**src/rtl/pipe_ctrl_pkg.sv**
```systemverilog
// -----------------------------------------------------------------------------
// pipe_ctrl_pkg
// Shared types and constants for the 5-stage pipeline sequencer.
//   state_t : sequencer FSM states
//   ctl_t   : per-stage control vector
//             {pc_load, ifid_ld, ifid_flush, idex_ld, idex_flush,
//              exmem_ld, memwb_flush}
//   CTL_*   : canned control vectors for the common pipeline modes
// -----------------------------------------------------------------------------
package pipe_ctrl_pkg;

  typedef enum logic [1:0] {
    ST_INIT     = 2'd0,
    ST_RUN      = 2'd1,
    ST_MEM_WAIT = 2'd2,
    ST_ERR      = 2'd3
  } state_t;

  localparam logic [4:0] REG_ZERO = 5'd0;

  typedef struct packed {
    logic pc_load;
    logic ifid_ld;
    logic ifid_flush;
    logic idex_ld;
    logic idex_flush;
    logic exmem_ld;
    logic memwb_flush;
  } ctl_t;

  // Every stage advances, nothing is squashed.
  localparam ctl_t CTL_NORMAL = ctl_t'(7'b1101010);
  // Data memory busy: hold everything upstream, drain a bubble into WB.
  localparam ctl_t CTL_FREEZE = ctl_t'(7'b0000001);
  // Post-reset quiet period: nothing loads, every bubble point flushes.
  localparam ctl_t CTL_INIT   = ctl_t'(7'b0010101);
  // Hung memory: pipeline completely stopped.
  localparam ctl_t CTL_HALT   = ctl_t'(7'b0000000);

endpackage

```
**src/rtl/pipe_ctrl_lduse_det.sv**
```systemverilog
// -----------------------------------------------------------------------------
// lduse_det
// Combinational load-use hazard compare between the load in EX and the
// instruction in ID.
//   i_idex_mem_read : EX holds a load
//   i_idex_rt       : load destination register
//   i_ifid_rs/rt    : source register fields of the ID instruction
//   i_use_rs/rt     : ID instruction actually reads that field
//   o_lduse         : ID must stall one cycle
// -----------------------------------------------------------------------------
module lduse_det
  import pipe_ctrl_pkg::*;
(
  input  logic       i_idex_mem_read,
  input  logic [4:0] i_idex_rt,
  input  logic [4:0] i_ifid_rs,
  input  logic [4:0] i_ifid_rt,
  input  logic       i_use_rs,
  input  logic       i_use_rt,
  output logic       o_lduse
);

  logic w_rs_hit;
  logic w_rt_hit;

  assign w_rs_hit = i_use_rs && (i_idex_rt == i_ifid_rs);
  assign w_rt_hit = i_use_rt && (i_idex_rt == i_ifid_rt);

  // $zero is hardwired, so a load "into" it never produces a real dependency.
  assign o_lduse = i_idex_mem_read && (i_idex_rt != REG_ZERO) && (w_rs_hit || w_rt_hit);

endmodule

```
**src/rtl/pipe_ctrl.sv**
```systemverilog
// -----------------------------------------------------------------------------
// pipe_ctrl
// Central sequencer for the 5-stage MIPS pipeline. Merges load-use stalls,
// branch/jump flushes and data-memory wait states into one priority-ordered
// set of per-stage load/flush controls, holds the pipe quiet after reset and
// traps a hung data memory into a sticky error state.
//
// Ports:
//   clk, rst               : clock (rising edge), async active-low reset
//   IDEX__* / IFID__*      : register fields and use flags for load-use check
//   ID__jump               : jump decoded in ID
//   EX__branch__taken      : branch resolved taken in EX
//   dmem__req/dmem__ready  : data memory access handshake
//   pc__load, *__Ld        : stage register enables
//   *__flush               : stage registers load a bubble
//   hazard                 : load-use stall active this cycle
//   mem__timeout           : high while in ERR
//   stall__cnt             : saturating count of stalled cycles
//   o_dbg_state            : current FSM state (pipe_ctrl_pkg::state_t encoding)
//
// Handshake: a data-memory access is pending while dmem__req=1; it completes
// in a cycle where dmem__ready=1. A cycle with dmem__req=1 and dmem__ready=0
// is a wait cycle and freezes the pipeline.
// -----------------------------------------------------------------------------
module pipe_ctrl
  import pipe_ctrl_pkg::*;
#(
  parameter int RESET_HOLD  = 2,
  parameter int MEM_TIMEOUT = 16,
  parameter int CNT_W       = 16
) (
  input  logic             clk,
  input  logic             rst,
  input  logic [4:0]       IDEX__Rt,
  input  logic             IDEX__mem__read,
  input  logic [4:0]       IFID__Rs,
  input  logic [4:0]       IFID__Rt,
  input  logic             IFID__use__rs,
  input  logic             IFID__use__rt,
  input  logic             ID__jump,
  input  logic             EX__branch__taken,
  input  logic             dmem__req,
  input  logic             dmem__ready,
  output logic             pc__load,
  output logic             IFID__Ld,
  output logic             IFID__flush,
  output logic             IDEX__Ld,
  output logic             IDEX__flush,
  output logic             EXMEM__Ld,
  output logic             MEMWB__flush,
  output logic             hazard,
  output logic             mem__timeout,
  output logic [CNT_W-1:0] stall__cnt,
  output logic [1:0]       o_dbg_state
);

  localparam logic [3:0] INIT_LAST = 4'(RESET_HOLD - 1);
  localparam logic [8:0] WAIT_MAX  = 9'(MEM_TIMEOUT);

  state_t           r_state;
  logic [3:0]       r_init_cnt;
  logic [7:0]       r_wait_cnt;
  logic [CNT_W-1:0] r_stall_cnt;

  logic       w_lduse;
  logic       w_wait;
  logic       w_active;
  logic [8:0] w_wait_inc;
  ctl_t       w_ctl;
  logic       w_hazard;

  lduse_det u_lduse (
    .i_idex_mem_read (IDEX__mem__read),
    .i_idex_rt       (IDEX__Rt),
    .i_ifid_rs       (IFID__Rs),
    .i_ifid_rt       (IFID__Rt),
    .i_use_rs        (IFID__use__rs),
    .i_use_rt        (IFID__use__rt),
    .o_lduse         (w_lduse)
  );

  assign w_wait     = dmem__req && !dmem__ready;
  assign w_active   = (r_state == ST_RUN) || (r_state == ST_MEM_WAIT);
  assign w_wait_inc = {1'b0, r_wait_cnt} + 9'd1;

  // Control decode. MEM_WAIT with the access completing (or withdrawn) is an
  // ordinary RUN cycle, so both states share the priority chain.
  always_comb begin
    w_ctl    = CTL_HALT;
    w_hazard = 1'b0;
    case (r_state)
      ST_INIT: w_ctl = CTL_INIT;
      ST_RUN, ST_MEM_WAIT: begin
        if (w_wait) begin
          w_ctl = CTL_FREEZE;
        end else if (EX__branch__taken) begin
          // ID holds a wrong-path instruction, so its hazards are moot.
          w_ctl            = CTL_NORMAL;
          w_ctl.ifid_flush = 1'b1;
          w_ctl.idex_flush = 1'b1;
        end else if (w_lduse) begin
          // Hold PC and IF/ID, inject a bubble into EX. A pending jump is
          // simply seen again next cycle.
          w_ctl            = CTL_NORMAL;
          w_ctl.pc_load    = 1'b0;
          w_ctl.ifid_ld    = 1'b0;
          w_ctl.idex_flush = 1'b1;
          w_hazard         = 1'b1;
        end else if (ID__jump) begin
          w_ctl            = CTL_NORMAL;
          w_ctl.ifid_flush = 1'b1;
        end else begin
          w_ctl = CTL_NORMAL;
        end
      end
      ST_ERR:  w_ctl = CTL_HALT;
      default: w_ctl = CTL_INIT;
    endcase
  end

  always_ff @(posedge clk or negedge rst) begin
    if (!rst) begin
      r_state    <= ST_INIT;
      r_init_cnt <= 4'd0;
      r_wait_cnt <= 8'd0;
    end else begin
      case (r_state)
        ST_INIT: begin
          if (r_init_cnt == INIT_LAST) begin
            r_state <= ST_RUN;
          end else begin
            r_init_cnt <= r_init_cnt + 4'd1;
          end
        end
        ST_RUN, ST_MEM_WAIT: begin
          if (w_wait) begin
            r_wait_cnt <= w_wait_inc[7:0];
            r_state    <= (w_wait_inc >= WAIT_MAX) ? ST_ERR : ST_MEM_WAIT;
          end else begin
            r_wait_cnt <= 8'd0;
            r_state    <= ST_RUN;
          end
        end
        ST_ERR:  r_state <= ST_ERR;
        default: r_state <= ST_INIT;
      endcase
    end
  end

  // Stalled cycle = active cycle in which the PC did not advance.
  always_ff @(posedge clk or negedge rst) begin
    if (!rst) begin
      r_stall_cnt <= '0;
    end else if (w_active && !w_ctl.pc_load && (r_stall_cnt != '1)) begin
      r_stall_cnt <= r_stall_cnt + 1'b1;
    end
  end

  assign pc__load     = w_ctl.pc_load;
  assign IFID__Ld     = w_ctl.ifid_ld;
  assign IFID__flush  = w_ctl.ifid_flush;
  assign IDEX__Ld     = w_ctl.idex_ld;
  assign IDEX__flush  = w_ctl.idex_flush;
  assign EXMEM__Ld    = w_ctl.exmem_ld;
  assign MEMWB__flush = w_ctl.memwb_flush;
  assign hazard       = w_hazard;
  assign mem__timeout = (r_state == ST_ERR);
  assign stall__cnt   = r_stall_cnt;
  assign o_dbg_state  = r_state;

endmodule

```
**config.mk**
```make
export PLATFORM = sky130hd
export DESIGN_NAME = pipe_ctrl
export DESIGN_NICKNAME = d
export VERILOG_FILES = /design/src/rtl/pipe_ctrl_pkg.sv /design/src/rtl/pipe_ctrl_lduse_det.sv /design/src/rtl/pipe_ctrl.sv
export SDC_FILE = /design/constraint.sdc
export NUM_CORES = 1
export LEC_CHECK = 0
export ABC_AREA = 1
export CORE_AREA = 2 2 73 75
export DETAILED_ROUTE_END_ITERATION = 8
export DIE_AREA = 0 0 75 77
export PLACE_DENSITY_LB_ADDON = 0.3
export SYNTH_ARGS = -nofsm -noshare
export SYNTH_HDL_FRONTEND = slang
export SYNTH_SLANG_ARGS = --single-unit
```
**constraint.sdc**
```tcl
create_clock -name clk -period 1.7 [get_ports clk]
set_clock_uncertainty 0.05 [all_clocks]
set_input_delay 0.255 -clock clk [delete_from_list [all_inputs] [get_ports clk]]
set_output_delay 0.255 -clock clk [all_outputs]
set_load 0.02 [all_outputs]
```
Yosys cells after proc, flatten, opt, wreduce, memory -nomap -nowiden
Index checks and enable logic that the tools add are counted.
{"block": "word_totals", "word_cells": 46, "ff_bits": 30, "out_inout_bits": 27, "input_bits": 24}
{"block": "op_classes", "eq_ne": 8, "n_mux": 14, "bitwise": 1, "n_reduce_logical": 15, "add_sub_neg": 3, "n_lt_le_gt_ge": 1}
{"operator": "$mux 7", "n": 3}
{"operator": "$pmux 7 s3", "n": 1}
{"operator": "$add 16x1->16 const B", "n": 1}
{"operator": "$ne 16x16->1 const B", "n": 1}
{"operator": "$eq 5x5->1", "n": 2}
{"operator": "$add 8x1->9 const B", "n": 1}
{"operator": "$ge 9x5->1 const B", "n": 1}
{"operator": "$mux 8", "n": 1}
{"operator": "$logic_and 1x1->1", "n": 7}
{"operator": "$pmux 2 s3", "n": 1}
{"operator": "$mux 1", "n": 5}
{"operator": "$mux 5", "n": 1}
{"operator": "$reduce_bool 5->1", "n": 1}
{"operator": "$add 4x1->4 const B", "n": 1}
{"operator": "$eq 2x2->1 const B", "n": 2}
{"operator": "$eq 4x1->1 const B", "n": 1}
{"operator": "$mux 2", "n": 2}
{"operator": "$eq 2x1->1 const B", "n": 1}
{"operator": "$logic_not 1->1", "n": 2}
{"operator": "$logic_not 2->1", "n": 1}
{"operator": "$logic_or 1x1->1", "n": 2}
{"operator": "$ne 2x2->1 const B", "n": 1}
{"operator": "$reduce_and 2->1", "n": 1}
{"operator": "$reduce_or 2->1", "n": 1}
{"operator": "$not 1->1", "n": 1}

Logic depth before layout (Yosys ltp)
{"block": "depth", "depth_word": 11, "mapped_depth": 12, "depth_no_buf": 11}

Modules after synthesis
A second synthesis with hierarchy kept.
{"block": "unflattened", "cells_unflattened": 288, "hier_area_um2": 2014.4}
{"module": "pipe_ctrl", "n_inst": 1, "area_each_um2": 1798.0, "cells_each": 233, "seq_area_each_um2": 750.7}
{"module": "lduse_det", "n_inst": 1, "area_each_um2": 216.5, "cells_each": 55, "seq_area_each_um2": 0.0}

Worst setup path after synthesis
OpenSTA, ideal clock, no wires.
{"block": "synth_timing", "path_kind": "register to output", "startpoint": "register r_state[0] (netlist: o_dbg_state[0])", "endpoint": "output pc__load", "path_stages_with_launch": 9, "n_path_buf": 2, "slack_ps": -648, "required_ps": 1395, "arrival_ps": 2043, "cell_sequence": "dfrtp_1 -> inv_1 -> ha_1 -> inv_1 -> nor3_2 -> nand2_4 -> buf_2 -> inv_2 -> buf_4"}
{"block": "synth_via", "elab_chain_cells": 3}
{"element": "start, declared", "line": "pipe_ctrl.sv:60", "text": "state_t r_state;"}
{"element": "start signal, assigned", "line": "pipe_ctrl.sv:138", "text": "r_state <= (w_wait_inc >= WAIT_MAX) ? ST_ERR : ST_MEM_WAIT;"}
{"element": "$eq 2x1->1 / $eq 2x2->1 (equally long branches)", "line": "pipe_ctrl.sv:91", "text": "case (r_state)"}
{"element": "$reduce_or 2->1", "line": "pipe_ctrl.sv:91"}
{"element": "$pmux 7 s3 (*)", "line": "pipe_ctrl.sv:91"}
{"element": "end, declared", "line": "pipe_ctrl.sv:44", "text": "output logic pc__load,"}
Every way passes the cells marked *; elsewhere a longest branch is shown, timed or not.

Final worst setup path
{"block": "layout_timing", "startpoint": "register r_state[0] (netlist: o_dbg_state[0])", "endpoint": "output IDEX__Ld"}
{"block": "layout_via", "elab_chain_cells": 3}
{"element": "$eq 2x1->1 / $eq 2x2->1 (equally long branches)", "line": "pipe_ctrl.sv:91"}
{"element": "$reduce_or 2->1", "line": "pipe_ctrl.sv:91"}
{"element": "$pmux 7 s3 (*)", "line": "pipe_ctrl.sv:91"}
{"element": "end, declared", "line": "pipe_ctrl.sv:47", "text": "output logic IDEX__Ld,"}
Marked as above.

==> results.json <==
{
  "outcome": "complete, but fails checks",
  "violations": "negative setup slack",
  "synth_cells": 292,
  "ys_ff_latch": 30,
  "async_flop_share_pct": 100,
  "nNetsFinal": 403,
  "ys.flop_type": "dfrtp_1",
  "wire_per_inst_um": 12.0,
  "p_int_uw": 1100,
  "synth_edf_count": 0,
  "cts_sinks": 30,
  "sw_frac_of_total_pct": 25.2,
  "finalSetupViolations": 8,
  "cts_max_level": 2,
  "grt_usage_pct": 19.8,
  "clkPwrFrac_pct": 43.0,
  "synth_cell_type_count": 31,
  "slew_viol_final": 0,
  "rr_startpoint": "o_dbg_state[1]",
  "overflow": 0,
  "final_area_sq_mm": 0.00300,
  "avgSynthCellArea_sq_um": 7.05,
  "power_frac_seq_pct": 48.8,
  "synth-seq-area-share_pct": 36.5,
  "vias": 2098,
  "start_util_pct": 41.4,
  "vdd_ir_drop_max_uv": 401,
  "period_needed_ns": 1.79,
  "final.setup.tns_ns": -0.457,
  "power.switching_uw": 369,
  "synth_top_area_share_pct": 36.5,
  "synthTopCellsByCount": "93 x nand2_1, 33 x inv_1, 31 x nand3_1",
  "rsz0062_at_grt": "yes",
  "cap_violations": 0,
  "synthTopCellsByArea": "dfrtp_1 36%, nand2_1 17%, nand3_1 7.5%",
  "core_sq_mm": 0.00498,
  "place.gp.congestion": 0.889,
  "slew_headroom_pct": 68.1,
  "r2r_cells": 9,
  "drc": 0,
  "via_per_inst": 4.74,
  "grt_max_degree": 31,
  "die-area_sq_mm": 0.00578,
  "period_share_pct": 105,
  "areaGrowthSynthToFinish_pct": 45.8,
  "grt_antenna_before_repair": 0,
  "grt_pass1_wl_um": 8890,
  "startpoint_type": "flop",
  "cts_buffers": 5,
  "cts_buffer_depth": 2,
  "synth.most_common_cell": "nand2_1",
  "worstMarginPinSlew_ns": 0.476,
  "post-synth-top-area-cell": "dfrtp_1",
  "layout-drive-gt1-share_pct": 23.6,
  "end_kind": "output pin",
  "cp_max_fo": 4,
  "worstSetupPathType": "reg2out",
  "cts_hold_buf": 0,
  "n_antenna_cell": 0,
  "final.setup.worst_slack_ns": -0.0907,
  "io_pins": 51,
  "first_pass_iters": 4,
  "ff2ff_setup_slack_ns": 0.08,
  "dr.first_iter.drc_count": 142,
  "cts-root-buf": "clkbuf_8",
  "critPathArrivalTime_ns": 1.49,
  "grt_pass1_vias": 2078,
  "synth_nets": 323,
  "clkSlewWorstSetupHoldPaths_ns": 0.07,
  "power_density_mw_per_mm2": 488,
  "place_area_sq_mm": 0.00287,
  "rows": 26,
  "n_fill_cell": 482,
  "min_path_type": "in2async",
  "dpl_worst_slack_ns": -0.784,
  "hpwl_um": 4050,
  "antenna_left": 0,
  "p_leak_uw": 0.00159,
  "timing.rr.end": "stall__cnt[5]",
  "hold_viol_final": 0,
  "die_x_um": 75,
  "fp.dieH_um": 77,
  "clk_latency_ns": 0.30,
  "routed_wl_um": 5300,
  "p_comb_share_pct": 8.2,
  "cp.required_ns": 1.39,
  "fmax_ghz": 0.558,
  "netlist_area_sq_mm": 0.00206,
  "yosysWarnings": 0,
  "port_buffers": 50,
  "cts_tree": "done"
}
-- final cells by class --
class	instances	area [sq um]	share of cell area, %
flip-flops and latches	30	759	25.3
inverters	40	158	5.25
well taps	70	87.6	2.92
clock inverters	2	12.5	0.417
multi-input cells	216	1210	40.4
clock buffers	6	82.6	2.75
repair buffers	79	689	23.0
-- state kept, by name (all words and copies together), names as in the netlist --
| name | flops |
|---|---|
| o_dbg_state | 2 |
| r_init_cnt | 4 |
| r_wait_cnt | 8 |
| stall__cnt | 16 |
-- placed cells by master (no fill, tap or decap), types with 2 or more instances in the layout --
cell type        instances
clkbuf_8                 6
ha_1                     4
nand4_1                  2
o21ai_2                  2
dfrtp_1                 23
nor3_4                   2
dlymetal6s2s_1           5
nor2_1                  25
buf_2                    2
nand3_1                 30
ha_4                     2
nor2_2                   2
buf_6                    5
a21oi_1                  3
o21ai_0                  4
dlygate4sd2_1           19
a22o_1                   2
inv_1                   29
nand2_1                 90
nor3_1                   6
nor3_2                   2
inv_2                    9
xnor2_1                  5
clkbuf_2                 2
dfrtp_2                  7
buf_4                   31
o21ai_1                  4
xor2_1                  14
clkdlybuf4s50_1         13
nand2_2                  4
-- worst max-delay path by stage --
stage / startpoint / to / slack (ns) / cells after the start
final: o_dbg_state[0] / IDEX__Ld / -0.09 / 6
after global placement: IDEX__Rt[4] / hazard / -0.73 / 10
after floorplan: o_dbg_state[0] / pc__load / -0.24 / 8
after detailed placement: IDEX__Rt[1] / hazard / -0.78 / 10
after CTS: o_dbg_state[1] / pc__load / -0.1 / 7
after global routing: o_dbg_state[1] / IDEX__Ld / -0.15 / 6
-- power groups by stage --
| stage | Combinational (uW) | Sequential (uW) | Clock [uW] |
|---|---|---|---|
| after floorplan | 39.7 | 729 | 0 |
| after global placement | 126 | 729 | 0 |
| after detailed placement | 129 | 729 | 0 |
| after CTS | 118 | 716 | 644 |
| after global routing | 138 | 715 | 673 |
| final | 120 | 716 | 630 |
-- cell families after synthesis --
family,after synthesis,synth area share (%)
compound gates,17,4.80
xor+xnor,19,8.09
fa+ha+maj,7,4.26
buf+inv,46,9.24
flops,30,36.5
mux,1,0.486
simple gates,172,36.7
-- per-stage QoR --
step / hold slack, ns / total power (uW) / util [%] / instances
floorplan: -0.0906 / 769 / - / 292
global placement: 0.407 / 855 / 57.6 / 434
detailed placement: 0.416 / 858 / 57.6 / 434
CTS: 0.312 / 1480 / 59.2 / 443
global route: 0.352 / 1530 / 60.3 / 443
finish: 0.290 / 1470 / 60.3 / 443
-- routing by layer --
layer | part of all wire [%] | track usage, % | vias up
met5 | 0 | 0 | -
met4 | 1.8 | 8.21 | 0
met3 | 3.6 | 3.15 | 9
met2 | 52 | 34.9 | 45
met1 | 42 | 22.9 | 966
li1 | - | - | 1078
-- critical path: stages, from the launching register on --
cell and delay [ns]:
dfrtp_2 0.37, inv_2 0.04, ha_4 0.27, inv_4 0.05, nor3_4 0.17, buf_4 0.16, buf_4 0.13
-- what timing repair did --
| item | CTS | global route |
|---|---|---|
| endpoints found under the setup margin | 31 | 32 |
| setup buffers | 1 | 0 |
| pin swaps | 18 | 4 |
| gates resized for setup | 80 | 25 |
(Power assumes the default switching activity.)
